<file path="src/rtl/vreg_file_burst.sv">
// Vector register file with serial write bursts and dual-port serial read bursts.
// Optional same-edge write-to-read forwarding is enabled by defining VREG_BYPASS_EN.
module vreg_file_burst #(
  parameter int DW    = 16,
  parameter int VLEN  = 16,
  parameter int NREGS = 8
) (
  input  logic                     Clk,
  input  logic                     Rst_n,
  input  logic                     WrStart,
  input  logic [$clog2(NREGS)-1:0] WrAddr,
  input  logic [DW-1:0]            DataIn_s,
  input  logic                     RdStart,
  input  logic [$clog2(NREGS)-1:0] RdAddrA,
  input  logic [$clog2(NREGS)-1:0] RdAddrB,
  output logic [DW-1:0]            DataOutA_s,
  output logic [DW-1:0]            DataOutB_s,
  output logic                     RdValid,
  output logic                     WrBusy,
  output logic                     RdBusy,
  output logic                     WrDone,
  output logic                     RdDone
);

  localparam int AW = $clog2(NREGS);
  localparam int EW = $clog2(VLEN);
  localparam logic [EW-1:0] LAST_EL = EW'(VLEN - 1);

  logic [DW-1:0] mem [NREGS*VLEN];

  logic [AW-1:0] wr_reg;
  logic [EW-1:0] wr_cnt;
  logic [AW-1:0] rd_reg_a;
  logic [AW-1:0] rd_reg_b;
  logic [EW-1:0] rd_cnt;

  logic          wr_accept;
  logic          rd_accept;
  logic          wr_en;
  logic [AW-1:0] wr_sel_reg;
  logic [EW-1:0] wr_sel_idx;
  logic [DW-1:0] rd_word_a;
  logic [DW-1:0] rd_word_b;

  // The accepting edge already writes element 0, so the target comes straight from the ports.
  always_comb begin
    wr_accept  = WrStart && !WrBusy;
    rd_accept  = RdStart && !RdBusy;
    wr_en      = Rst_n && (wr_accept || WrBusy);
    wr_sel_reg = WrBusy ? wr_reg : WrAddr;
    wr_sel_idx = WrBusy ? wr_cnt : '0;
  end

`ifdef VREG_BYPASS_EN
  logic fwd_a;
  logic fwd_b;

  always_comb begin
    fwd_a     = wr_en && (wr_sel_reg == rd_reg_a) && (wr_sel_idx == rd_cnt);
    fwd_b     = wr_en && (wr_sel_reg == rd_reg_b) && (wr_sel_idx == rd_cnt);
    rd_word_a = fwd_a ? DataIn_s : mem[{rd_reg_a, rd_cnt}];
    rd_word_b = fwd_b ? DataIn_s : mem[{rd_reg_b, rd_cnt}];
  end
`else
  always_comb begin
    rd_word_a = mem[{rd_reg_a, rd_cnt}];
    rd_word_b = mem[{rd_reg_b, rd_cnt}];
  end
`endif

  // Storage is deliberately left out of reset so a reset mid-burst keeps written elements.
  always_ff @(posedge Clk) begin
    if (wr_en) begin
      mem[{wr_sel_reg, wr_sel_idx}] <= DataIn_s;
    end
  end

  always_ff @(posedge Clk or negedge Rst_n) begin
    if (!Rst_n) begin
      WrBusy <= 1'b0;
      WrDone <= 1'b0;
      wr_cnt <= '0;
      wr_reg <= '0;
    end else begin
      WrDone <= 1'b0;
      if (wr_accept) begin
        wr_reg <= WrAddr;
        wr_cnt <= EW'(1);
        WrBusy <= 1'b1;
      end else if (WrBusy) begin
        if (wr_cnt == LAST_EL) begin
          WrBusy <= 1'b0;
          wr_cnt <= '0;
          WrDone <= 1'b1;
        end else begin
          wr_cnt <= wr_cnt + EW'(1);
        end
      end
    end
  end

  // Read data is registered; outputs hold their last element while RdValid is low.
  always_ff @(posedge Clk or negedge Rst_n) begin
    if (!Rst_n) begin
      RdBusy     <= 1'b0;
      RdValid    <= 1'b0;
      RdDone     <= 1'b0;
      rd_cnt     <= '0;
      rd_reg_a   <= '0;
      rd_reg_b   <= '0;
      DataOutA_s <= '0;
      DataOutB_s <= '0;
    end else begin
      RdValid <= 1'b0;
      RdDone  <= 1'b0;
      if (rd_accept) begin
        rd_reg_a <= RdAddrA;
        rd_reg_b <= RdAddrB;
        rd_cnt   <= '0;
        RdBusy   <= 1'b1;
      end else if (RdBusy) begin
        DataOutA_s <= rd_word_a;
        DataOutB_s <= rd_word_b;
        RdValid    <= 1'b1;
        if (rd_cnt == LAST_EL) begin
          RdBusy <= 1'b0;
          rd_cnt <= '0;
          RdDone <= 1'b1;
        end else begin
          rd_cnt <= rd_cnt + EW'(1);
        end
      end
    end
  end

endmodule

</file>
<file path="config.mk">
export PLATFORM = sky130hd
export DESIGN_NAME = vreg_file_burst
export DESIGN_NICKNAME = d
export VERILOG_FILES = /design/src/rtl/vreg_file_burst.sv
export SDC_FILE = /design/constraint.sdc
export NUM_CORES = 2
export LEC_CHECK = 0
export CORE_ASPECT_RATIO = 0.7
export CORE_MARGIN = 8
export CORE_UTILIZATION = 65
export DETAILED_ROUTE_END_ITERATION = 12
export HOLD_SLACK_MARGIN = 0.08
export PLACE_DENSITY = 0.83
export SLEW_MARGIN = 20
export SYNTH_ARGS = -nofsm -noshare
export SYNTH_HDL_FRONTEND = slang
export SYNTH_SLANG_ARGS = --single-unit
</file>
<file path="constraint.sdc">
create_clock -name Clk -period 5.8 [get_ports Clk]
set_clock_uncertainty 0.1 [all_clocks]
set_input_delay 1.74 -clock Clk [delete_from_list [all_inputs] [get_ports Clk]]
set_output_delay 1.74 -clock Clk [all_outputs]
set_load 0.005 [all_outputs]
</file>
==> metrics.csv <==
metric,value,unit
status,"complete, no violations",
initial core utilization,65.3,%
"top cells by count, synth","edfxtp_1 (2048), mux2i_1 (390), mux4_2 (362)",
Die Ht,314,um
"count leader, synth",edfxtp_1,
pre-CTS setup slack,1.23,ns
H-tree Lvls,4,
I/O Pins,66,
WP data arrival,4.89,ns
worst vdd ir,0.000483,V
post-synth top area share,74.8,%
startpoint types,flip-flop,
Seq cells post-synth,2102,
relative slew slack,22.2,%
ranking of synthesized cells by area,"edfxtp_1 (75%), mux4_2 (9.9%), mux2i_1 (4.7%)",
dpl hpwl,137,mm
P per Cell Area,493,nW/um^2
final setup violation count,0,
antenna violations before repair,17,
leak pwr,29.8,nW
Post-CTS Resized,0,
sequential share of the synthesized area,76.5,%
"Top FF cell, synth",edfxtp_1,
Flop pwr share,39.6,%
simple-gate share of the synthesized area,1.78,%
Synth Area in Adders,0.0304,%
Post-Synth XOR/XNOR Area,0.0107,%
Synthesized Nets,4118,
Root Driver,clkbuf_16,
setup bufs post-CTS,0,
"EDFF count, synth",2048,
Switching Fraction,35.2,%
Max Root-Sink Buffers,3,
Layout Nets,4350,
number of buffer cells added on primary ports,65,
drt first pass iters,6,
Max Slew Vio Count,0,
# hold bufs at CTS,0,
Setup TNS Final,0,ns
Overall Global Routing Usage,33.1,%
WL final,231,mm
largest net degree at the start of global routing,129,
die area,138000,sq um
final antenna-violating net count,0,
Num CTS Buffers,181,
mux share of post-synthesis cell area,14.8,%
wire per inst,37.6,um
post-synthesis compound-gate area fraction,5.17,%
Detailed Route Iter0 Violations,9339,
Setup CP Type,reg2reg,
worst setup margin,1.49,ns
biggest regs,"mem: 2048 flops, DataOutA_s: 16 flops, DataOutB_s: 16 flops",
ys async rst share,2.57,%
part of the cycle the worst path needs,74.2,%
Final min period,4.31,ns
synthesis warning total,0,
Clock Latency Late Sink,0.84,ns
post-synthesis cell count,4087,
gr ovfl total,0,
Hold Slack,0.500,ns
core box area,126000,sq um
drt drc,0,
final hold violation count,0,
combinational cell fraction of total power,32.8,%
measured slew at the worst slew-check pin,1.17,ns
layout cell share with drive strength beyond 1,20.2,%
clk slew on worst S/H paths,0.07,ns
Die Span X,441,um
fmax,232,MHz
hold crit path type,reg2reg,
vias in the first global route,43700,
mean number of vias per cell,7.44,
CP Max Fanout,59,
number of fillers in the final layout,6808,
Cell Int Power,29.3,mW
Clk pwr share,27.6,%
"Most flops, register",mem,
syn avg cell area,20.1,sq um
first-pass GRT wire length,324,mm
max_cap viols,0,
Switch Pwr,15.9,mW
Cell variety after synth,47,
RD Place Congestion,0.979,
Largest register FFs,2048,
CTS tree,yes,
worst path required time,6.38,ns
CP endpoint kind,flip-flop,
RSZ-0062 raised after global routing,no,
clock sink total,2102,
synth-to-layout area growth,11.7,%
Post-Syn Area,82200,sq um
Row Count,109,
vias,45800,
post-synth top area cell,edfxtp_1,
largest family of logic cells by synthesized area,multiplexers,
power by group through the flow:
stage / Combinational, mW / Clock (mW) / Sequential, mW
3_3_place_gp: 13.7 / 0 / 18.2
5_1_grt: 15.1 / 13.0 / 17.9
3_5_place_dp: 14.0 / 0 / 18.3
4_1_cts: 14.2 / 12.5 / 17.9
6_report: 14.8 / 12.5 / 17.9
2_1_floorplan: 9.02 / 0 / 17.6
worst paths after layout:
kind,slack [ns],to,from,cells after the start
setup / recovery,1.49,DataOutB_s[0],rd_cnt[2],6
hold / removal,0.50,wr_reg[2],wr_reg[2],2
setup reg to reg,1.49,DataOutB_s[0],rd_cnt[2],6
hold reg to reg,0.50,wr_reg[2],wr_reg[2],2
max in group asynchronous,3.96,rd_cnt[2],Rst_n,2
min in group asynchronous,1.02,wr_reg[1],Rst_n,2
stage by stage:
stage	utilization, %	instance area, sq um	power, mW	cells
floorplan	-	82200	26.7	4087
global placement	68.0	85600	31.9	5798
detailed placement	68.0	85600	32.2	5798
CTS	72.9	91700	44.7	6138
global route	72.9	91800	46.1	6143
finish	72.9	91800	45.3	6149
worst max-delay path, cell delays in order, from the launching register on:
cell and delay, ns:
dfrtp_4 0.98, and2_4 0.89, a221oi_1 0.40, o21ai_0 0.82
a2111oi_0 0.25, o41ai_1 0.50, nand2_1 0.11
routing by layer:
layer  vias to the layer above  track usage, %  part of all wire [%]  wire length, um
li1                      17600               -                     -                -
met3                       635            11.1                    17            38300
met4                        14            12.5                   4.5            10300
met1                     23100            47.6                    35            80500
met5                         -               0                 0.041               95
met2                      4443            48.0                    44           102000
logic make-up after synthesis:
| kind of cell | count (synthesis) |
|---|---|
| XOR/XNOR | 1 |
| adder cells (fa/ha/maj) | 2 |
| multiplexers | 763 |
| flip-flops | 2102 |
| buffers and inverters | 262 |
| AO/OA/AOI/OAI | 605 |
| AND/OR/NAND/NOR | 352 |
cell usage in the layout, fill, tap and decap left out, types with 7 or more instances in the layout:
cell	Yosys	routed
a211oi_1	29	29
a21oi_1	114	114
a221oi_1	181	181
a22oi_1	90	90
buf_12	0	30
buf_4	20	217
bufinv_16	0	20
clkbuf_1	129	28
clkbuf_16	0	183
clkdlybuf4s50_1	0	48
clkinv_1	1	42
clkinv_2	0	39
clkinv_4	0	7
dfrtp_1	54	48
diode_2	0	8
edfxtp_1	2048	2048
inv_1	13	12
mux2_2	11	11
mux2i_1	390	390
mux4_2	362	362
nand2_1	119	117
nand3_1	62	62
nor2_1	148	147
o2111ai_1	30	30
o211ai_1	29	29
o21ai_0	86	86
o21ai_1	22	22
o22ai_1	11	11
cell type report:
type	count	area, sq um	share of cell area [%]
antenna	8	20.0	0.0218
clock buffer	213	4710	5.13
clock inverter	127	1380	1.50
inverter	14	57.6	0.0627
multi-input combinational	1723	17900	19.6
sequential	2102	62900	68.5
tap	1665	2080	2.27
timing repair buffer	297	2730	2.97
No activity file was read; power rests on OpenSTA's default activity.
